**src/rtl/mollusc_pkg.sv**
```systemverilog
// Shared definitions for the issue stage: slot state encoding and register-file geometry.
package mollusc_pkg;
  localparam int          NUM_REGS = 16;
  localparam logic [3:0]  REG_ZERO = 4'h0;
  localparam int          INSTR_W  = 27;

  typedef enum logic [1:0] {
    EMPTY = 2'd0,
    FULL  = 2'd1,
    JWAIT = 2'd2
  } issue_state_e;
endpackage

```
**src/rtl/issue_scoreboard.sv**
```systemverilog
// Pending-load register scoreboard: one bit per architectural register, r0 never pending.
module issue_scoreboard
  import mollusc_pkg::*;
(
  input  logic       clk,
  input  logic       rst_n,
  input  logic       set_valid,
  input  logic [3:0] set_idx,
  input  logic       clr_valid,
  input  logic [3:0] clr_idx,
  input  logic [3:0] lk_a,
  input  logic [3:0] lk_b,
  input  logic [3:0] lk_m,
  input  logic [3:0] lk_d,
  output logic       busy_a,
  output logic       busy_b,
  output logic       busy_m,
  output logic       busy_d
);
  logic [NUM_REGS-1:0] pending_reg;
  logic [NUM_REGS-1:0] pending_next;

  genvar gi;
  generate
    for (gi = 0; gi < NUM_REGS; gi++) begin : g_bit
      if (gi == 0) begin : g_zero
        assign pending_next[gi] = 1'b0;
      end else begin : g_reg
        // Set is OR'd after the clear so a same-cycle set and clear leaves the bit set.
        assign pending_next[gi] = (set_valid & (set_idx == 4'(gi))) |
                                  (pending_reg[gi] & ~(clr_valid & (clr_idx == 4'(gi))));
      end
    end
  endgenerate

  always_ff @(posedge clk or negedge rst_n) begin
    if (!rst_n) pending_reg <= '0;
    else        pending_reg <= pending_next;
  end

  assign busy_a = (lk_a != REG_ZERO) & pending_reg[lk_a];
  assign busy_b = (lk_b != REG_ZERO) & pending_reg[lk_b];
  assign busy_m = (lk_m != REG_ZERO) & pending_reg[lk_m];
  assign busy_d = (lk_d != REG_ZERO) & pending_reg[lk_d];
endmodule

```
**src/rtl/issue_ctrl.sv**
```systemverilog
// Single-entry issue slot gating fetch into execute on load hazards, load credits and jumps.
// Optional stall counters (hazard_cycles, jump_cycles) are built when ISSUE_STALL_CNT_EN is defined.
module issue_ctrl
  import mollusc_pkg::*;
#(
  parameter int MAX_LOADS = 4,
  parameter int CNT_W     = 32
) (
  input  logic               clk,
  input  logic               rst_n,
  input  logic               if_valid,
  input  logic [INSTR_W-1:0] if_instr,
  output logic               if_ready,
  output logic [INSTR_W-1:0] slot_instr,
  input  logic [3:0]         dec_ra_a,
  input  logic [3:0]         dec_ra_b,
  input  logic [3:0]         dec_ra_m,
  input  logic [3:0]         dec_ra_d,
  input  logic               dec_is_mem,
  input  logic               dec_mem_write,
  input  logic               dec_is_jump,
  output logic               iss_valid,
  input  logic               iss_ready,
  input  logic               wb_valid,
  input  logic [3:0]         wb_rd,
  input  logic               redirect_valid,
  output logic               stall_hazard
`ifdef ISSUE_STALL_CNT_EN
  ,
  output logic [CNT_W-1:0]   hazard_cycles,
  output logic [CNT_W-1:0]   jump_cycles
`endif
);
  localparam logic [3:0] MAX_CNT = 4'(MAX_LOADS);

  issue_state_e       state_reg;
  logic [INSTR_W-1:0] slot_reg;
  logic [3:0]         load_cnt_reg;
  logic               busy_a, busy_b, busy_m, busy_d;
  logic               hazard, is_load, nocredit, full, fire, load_fire;

  issue_scoreboard u_sb (
    .clk       (clk),
    .rst_n     (rst_n),
    .set_valid (load_fire),
    .set_idx   (dec_ra_d),
    .clr_valid (wb_valid),
    .clr_idx   (wb_rd),
    .lk_a      (dec_ra_a),
    .lk_b      (dec_ra_b),
    .lk_m      (dec_ra_m),
    .lk_d      (dec_ra_d),
    .busy_a    (busy_a),
    .busy_b    (busy_b),
    .busy_m    (busy_m),
    .busy_d    (busy_d)
  );

  assign full         = (state_reg == FULL);
  assign hazard       = busy_a | busy_b | busy_m | busy_d;
  assign is_load      = dec_is_mem & ~dec_mem_write;
  assign nocredit     = is_load & (load_cnt_reg == MAX_CNT);
  assign iss_valid    = full & ~hazard & ~nocredit & ~redirect_valid;
  assign fire         = iss_valid & iss_ready;
  assign load_fire    = fire & is_load;
  assign if_ready     = (state_reg == EMPTY) | (full & fire & ~dec_is_jump);
  assign stall_hazard = full & (hazard | nocredit);
  assign slot_instr   = slot_reg;

  // Redirect takes priority over everything: it flushes the slot whatever the state.
  always_ff @(posedge clk or negedge rst_n) begin
    if (!rst_n) begin
      state_reg <= EMPTY;
      slot_reg  <= '0;
    end else if (redirect_valid) begin
      state_reg <= EMPTY;
      slot_reg  <= '0;
    end else begin
      case (state_reg)
        EMPTY: if (if_valid) begin
          state_reg <= FULL;
          slot_reg  <= if_instr;
        end
        FULL: if (fire) begin
          if (dec_is_jump) begin
            state_reg <= JWAIT;
            slot_reg  <= '0;
          end else if (if_valid) begin
            slot_reg  <= if_instr;
          end else begin
            state_reg <= EMPTY;
            slot_reg  <= '0;
          end
        end
        JWAIT:   state_reg <= JWAIT;
        default: state_reg <= EMPTY;
      endcase
    end
  end

  always_ff @(posedge clk or negedge rst_n) begin
    if (!rst_n) begin
      load_cnt_reg <= '0;
    end else if (load_fire && !wb_valid) begin
      load_cnt_reg <= load_cnt_reg + 4'd1;
    end else if (wb_valid && !load_fire && (load_cnt_reg != 4'd0)) begin
      load_cnt_reg <= load_cnt_reg - 4'd1;
    end
  end

`ifdef ISSUE_STALL_CNT_EN
  always_ff @(posedge clk or negedge rst_n) begin
    if (!rst_n) begin
      hazard_cycles <= '0;
      jump_cycles   <= '0;
    end else begin
      if (stall_hazard && (hazard_cycles != '1)) hazard_cycles <= hazard_cycles + 1'b1;
      if ((state_reg == JWAIT) && (jump_cycles != '1)) jump_cycles <= jump_cycles + 1'b1;
    end
  end
`endif
endmodule

```
**config.mk**
```make
export PLATFORM = sky130hd
export DESIGN_NAME = issue_ctrl
export DESIGN_NICKNAME = d
export VERILOG_FILES = /design/src/rtl/mollusc_pkg.sv /design/src/rtl/issue_scoreboard.sv /design/src/rtl/issue_ctrl.sv
export SDC_FILE = /design/constraint.sdc
export NUM_CORES = 1
export LEC_CHECK = 0
export BUFFER_PORTS_ARGS = -buffer_cell sky130_fd_sc_hd__buf_2
export CORE_MARGIN = 3
export CORE_UTILIZATION = 47
export DETAILED_ROUTE_END_ITERATION = 7
export PLACE_DENSITY = 0.78
export SYNTH_ARGS = -nofsm -noshare
export SYNTH_HDL_FRONTEND = slang
export SYNTH_SLANG_ARGS = --single-unit
```
**constraint.sdc**
```tcl
create_clock -name clk -period 3.2 [get_ports clk]
set_input_delay 0.64 -clock clk [delete_from_list [all_inputs] [get_ports clk]]
set_output_delay 0.64 -clock clk [all_outputs]
set_load 0.02 [all_outputs]
```
* Word level (Yosys, flattened, before mapping) *
Cells that the tools add are included.
W data, S select, Z words.

cells by class
  shifts and indexed selects = 0
  $add $sub $neg = 2
  reduce and logical (&&, ||, !) cells = 15
  order comparisons = 4
  eq/ne operators = 36
  muxes and demuxes = 22
  multiply operators = 0
  divide/modulo/power cells = 0
  bitwise logic cells = 99

operators by type and width
  operator               count
  $mux W27               5
  $eq A4 B4 Y1 const B   16
  $and A1 B1 Y1          59
  $pmux W27 S2           1
  $eq A4 B3 Y1 const B   9
  $lt A4 B5 Y1 const B   4
  $not A1 Y1             20
  $or A1 B1 Y1           20
  $reduce_bool A4 Y1     5
  $bmux W1 S4            4
  $eq A4 B2 Y1 const B   4
  $mux W2                5
  $eq A4 B1 Y1 const B   2
  $mux W4                2
  $pmux W2 S3            1
  $reduce_and A3 Y1      2
  $add A4 B1 Y4 const B  1
  $mux W1                4
  $ne A4 B4 Y1 const B   1
  $sub A4 B1 Y4 const B  1
  $logic_and A1 B1 Y1    3
  $ne A3 B2 Y1 const B   1
  $ne A3 B3 Y1 const B   1
  $reduce_bool A3 Y1     1
  other kinds (5)        6

storage, ports and cells
  bits in latches = 0
  memory bits (read-only) = 0
  memories = 0
  flip-flop bits (word level) = 48
  logic and storage cells = 182
  RAM bits = 0

* Logic depth before layout (Yosys ltp) *
  depth in word-level cells = 17
  mapped depth = 12
  mapped depth without buffers = 11

* By module *
From an unflattened synthesis, not the netlist that was laid out.

unflattened totals
  cells, all modules = 228
  area total of the unflattened synthesis = 2751.4 µm²

by module, submodules not included
  module            cells an instance  area each (µm²)  sequential area each (µm²)  instances
  issue_ctrl        121                1569.0           825.8                       1
  issue_scoreboard  107                1182.4           375.4                       1

* Worst setup path before layout *
OpenSTA, ideal clock, no wires.

  kind = input -> register
  start point = input port dec_ra_d[0]
  end point = register load_cnt_reg[3]
  data arrival time = 3.422 ns
  cell stages on the path = 12
  setup time = 0.123 ns
  path buffers = 1
  data required time = 3.077 ns
  setup slack = -0.345 ns
  cell sequence = buf_2 -> mux4_2 -> nand3_1 -> nand4_1 -> or3_4 -> or4_1 -> ha_1 -> a21o_1 -> a21oi_1 -> nor2b_1 -> mux2i_1 -> xnor2_1

on the way
  cells in the longest elaborated chain, start to end = 14
  elaborated cells between the ends (all ways) = 17
  classes of those cells = mux (3); bitwise (8); reduce/logical (6)

ends and longest elaborated chain
  element                            line                    source
  start, declared                    issue_ctrl.sv:18        input logic [3:0] dec_ra_d,
  $bmux W1 S4                        issue_scoreboard.sv:44  assign busy_d = (lk_d != REG_ZERO) & pending_reg[lk_d];
  $mux W1 (not written as such)      issue_scoreboard.sv:44
  $and A1 B1 Y1 (*)                  issue_scoreboard.sv:44
  $or A1 B1 Y1 (*)                   issue_ctrl.sv:60        assign hazard = busy_a | busy_b | busy_m | busy_d;
  $not A1 Y1 (*)                     issue_ctrl.sv:63        assign iss_valid = full & ~hazard & ~nocredit & ~redirect_valid;
  $and A1 B1 Y1 (*) (3 in series)    issue_ctrl.sv:63
  $and A1 B1 Y1 (*)                  issue_ctrl.sv:64        assign fire = iss_valid & iss_ready;
  $and A1 B1 Y1 (*)                  issue_ctrl.sv:65        assign load_fire = fire & is_load;
  $logic_not A1 Y1                   issue_ctrl.sv:106       end else if (wb_valid && !load_fire && (load_cnt_reg != 4'd0)) begin
  $logic_and A1 B1 Y1 (2 in series)  issue_ctrl.sv:106
  $reduce_bool A2 Y1 (no line)       -
  end signal, assigned               issue_ctrl.sv:105       load_cnt_reg <= load_cnt_reg + 4'd1;
  end signal, assigned               issue_ctrl.sv:107       load_cnt_reg <= load_cnt_reg - 4'd1;
  end, declared                      issue_ctrl.sv:38        logic [3:0] load_cnt_reg;

Mark *: on every way between the ends. The rest lies on a longest branch, timed or not. The select of a mux whose other input is x is not followed.
A chain may end at the register's enable or synchronous reset.

* Final worst setup path *
  start point = input port dec_ra_m[0]
  end point = output port if_ready

on the way
  cells in the longest elaborated chain, start to end = 13
  elaborated cells between the ends (all ways) = 14
  classes of those cells = mux (2); bitwise (11); reduce/logical (1)

ends and longest elaborated chain
  element                          line                    source
  start, declared                  issue_ctrl.sv:17        input logic [3:0] dec_ra_m,
  $bmux W1 S4                      issue_scoreboard.sv:43  assign busy_m = (lk_m != REG_ZERO) & pending_reg[lk_m];
  $mux W1 (not written as such)    issue_scoreboard.sv:43
  $and A1 B1 Y1 (*)                issue_scoreboard.sv:43
  $or A1 B1 Y1 (*) (2 in series)   issue_ctrl.sv:60
  $not A1 Y1 (*)                   issue_ctrl.sv:63
  $and A1 B1 Y1 (*) (3 in series)  issue_ctrl.sv:63
  $and A1 B1 Y1 (*)                issue_ctrl.sv:64
  $and A1 B1 Y1 (*) (2 in series)  issue_ctrl.sv:66        assign if_ready = (state_reg == EMPTY) | (full & fire & ~dec_is_jump);
  $or A1 B1 Y1 (*)                 issue_ctrl.sv:66
  end, declared                    issue_ctrl.sv:13        output logic if_ready,

Marked as above.

==> results.py <==
metrics = {
    "cts": {
        "worst_skew_pair.late_latency_ns": 0.30,
        "cts.htree.levels": 2,
        "cts_sinks": 48,
        "clk_pin_slew_worst_paths_ns": 0.09,
        "cts_buffers": 5,
        "cts_tree": "done",
        "cts_root_buffer": "clkbuf_8",
        "clk_path_buf_depth": 2,
        "cts_hold_buf": 0,
    },
    "routing": {
        "routedWlPerCell_um": 16.6,
        "routed_via_density": 5.68,
        "vias": 2673,
        "route.detailed.drc": 0,
        "postRouteAntennaNets": 0,
        "drtPass1Iterations": 5,
        "drt_iter0_markers": 173,
        "routed_wl_um": 7820,
    },
    "die": {
        "initial_core_util_pct": 49.5,
        "rows": 28,
        "die-area_mm2": 0.00737,
        "coreArea_mm2": 0.00606,
        "pin_count": 86,
        "die_x_um": 85.9,
        "fp.dieH_um": 85.9,
    },
    "setup_path": {
        "r2r-start": "u_sb.pending_reg[11]",
        "cp_slowest_stage_delay_ns": 0.49,
        "crit_start": "dec_ra_m[0]",
        "crit_path_start_kind": "input pin",
        "worstPathRequired_ns": 2.56,
        "cp-end-kind": "output port",
        "ff2ff_setup_slack_ns": 0.13,
        "critical_path_class": "in2out",
        "r2r_cells": 11,
        "crit_path_max_fanout": 5,
        "r2r-end": "load_cnt_reg[3]",
        "cpMaxStageDelayCell": "mux4_2",
        "crit_arrival_ns": 2.56,
        "cp_cell_sequence": "buf_12, buf_6, mux4_2, nor2_2, nor3_2, or3_4, nand3b_1, o21ai_1, nor2b_1, buf_4",
    },
    "logic_synthesis": {
        "syn-num-nets": 357,
        "syn_area_mm2": 0.00300,
        "synth_cell_types": 48,
        "async_flop_share_pct": 100,
        "synth_seq_cells": 48,
        "synth_edf_count": 0,
        "yosysWarnings": 0,
        "yosysSeqAreaShare_pct": 40.1,
        "syn_inst": 298,
        "synth-main-ff-cell": "dfrtp_1",
        "syn-mean-instance-area_um2": 10.1,
    },
    "finish": {
        "design_area_mm2": 0.00385,
        "area_growth_pct": 28.5,
        "largest_register_ffs": 27,
        "diodes": 0,
        "post-route-util_pct": 63.6,
        "drive_above_1_share_pct": 39.1,
        "fin_nets": 454,
    },
    "place": {
        "place_area_mm2": 0.00364,
        "dp_hpwl_um": 5760,
        "numPortBuffers": 85,
        "routabilityCongestion": 0.935,
        "dp_slack_ns": -0.284,
    },
    "timing": {
        "hold_viol_final": 0,
        "fin_setup_tns_ns": -0.00486,
        "slew_headroom_pct": 28.4,
        "finalClockSkew_ns": 0.00890,
        "fin_crit_ns": 3.20,
        "slew_viol_final": 0,
        "max_slew.worst_pin.slew_ns": 1.07,
        "timing.fmax_ghz": 0.312,
        "setup_violations": 1,
        "layout_setup_ws_ns": -0.00486,
        "finalCritPeriodShare_pct": 100,
        "grt_setup_unrepaired": "true",
    },
    "grt": {
        "antenna_found_initial": 0,
        "grt_first_pass_wirelength_um": 13100,
        "grt_max_degree": 49,
        "overflow": 0,
        "grt_pass1_vias": 2795,
        "grt_usage_pct": 22.1,
    },
    "power_and_ir_drop": {
        "powerDensity_mw_per_mm2": 437,
        "power.leakage_uw": 0.00186,
        "power_uw": 1680,
        "irDropWorstVdd_v": 0.000244,
    },
    "status": {
        "status": "finished with violations",
        "violations": "negative setup slack",
    },
    "hold_path": {
        "min_path_type": "in2async",
    },
    "run": {
        "cap_violations": 0,
    },
}
what timing repair did:
| item | in CTS | in global routing |
|---|---|---|
| endpoints found under the setup margin | 2 | 5 |
| setup buffers | 1 | 0 |
| pin swaps | 5 | 7 |
| resized for setup | 8 | 19 |
cell families (layout without fill, tap and decap cells):
group | count (synthesis) | after routing | synth area share (%)
compound gates | 49 | 49 | 9.77
buf+inv | 16 | 114 | 2.88
xor+xnor | 3 | 3 | 0.877
fa+ha+maj | 3 | 3 | 1.50
simple gates | 128 | 128 | 24.2
flops | 48 | 48 | 40.1
mux | 51 | 51 | 20.7
cells in the mapped netlist (2+ instances only):
cell / instances / share of area, %
a21oi_1: 3 / 0.50
a221oi_1: 3 / 0.88
nor3b_1: 2 / 0.50
ha_1: 2 / 0.83
nor2b_1: 11 / 2.3
nand2b_1: 35 / 7.3
o21ai_0: 32 / 5.3
nor2_1: 8 / 1.0
xnor2_1: 2 / 0.58
nand3_1: 7 / 1.2
dfrtp_1: 48 / 40
nand4_1: 2 / 0.42
nor4_1: 2 / 0.42
mux2_2: 7 / 2.6
or3b_2: 2 / 0.58
nand2_1: 36 / 4.5
nor3_1: 7 / 1.2
nand3b_1: 5 / 1.3
buf_2: 3 / 0.50
buf_6: 3 / 1.1
inv_1: 3 / 0.38
mux4_2: 8 / 6.0
clkbuf_1: 7 / 0.88
mux2i_1: 35 / 12
or2_2: 2 / 0.42
worst max-delay path by stage:
stage,end,cells past startpoint
final,if_ready,10
after global routing,if_ready,10
after CTS,if_ready,8
after detailed placement,load_cnt_reg[3],12
after global placement,load_cnt_reg[3],12
after floorplan,load_cnt_reg[3],12
critical path, delay by kind of cell:
family,cells,cell delay (ns)
muxes,1,0.49
AOI/OAI and AO/OA,1,0.13
and+or+nand+nor,5,0.96
buffers and inverters,3,0.33
per-stage QoR:
step,cells,hold slack (ns)
6_report,471,0.525
5_1_grt,471,0.537
4_1_cts,472,0.523
3_5_place_dp,464,0.508
3_3_place_gp,464,0.501
2_1_floorplan,298,0.344
routing by layer:
layer	GRT usage, %	up-vias	routed length (um)
li1	-	1265	-
met1	29.7	1310	3320
met2	36.6	85	3910
met3	4.13	13	476
met4	6.33	0	116
met5	0	-	0
cell type report:
type                            instances  area (um2)
Clock inverter                          3        68.8
Inverter                                3        11.3
Tap cell                               75        93.8
Sequential cell                        48        1210
Fill cell                             516        2210
Clock buffer                            5        68.8
Timing Repair Buffer                  103         609
Multi-Input combinational cell        234        1790
layout by cell type (no fill, tap or decap), types with 2 or more instances in the layout:
cell       count
nand2b_1      35
a21oi_2        2
nand3b_1       5
buf_2         80
buf_6          3
bufinv_16      2
inv_1          3
nand3_1        5
xnor2_1        2
clkbuf_8       5
o21ai_0       31
dfrtp_2        7
buf_4         18
nand4_1        2
nor2b_1        9
mux2_2         7
nor2b_2        2
nor2_1         7
a221oi_1       2
mux4_2         8
or3b_2         2
dfrtp_1       41
buf_12         2
or2_2          2
nor3_1         6
nand2_1       36
mux2i_1       35
nand3_2        2
power breakdown:
part | leakage, uW | internal (uW) | switching (uW) | total, uW
combinational | 0.00115 | 210 | 224 | 434
clock | 0.0000687 | 315 | 217 | 531
sequential | 0.000637 | 660 | 58.0 | 718
total | 0.00186 | 1180 | 499 | 1680
(Power assumes the default switching activity.)
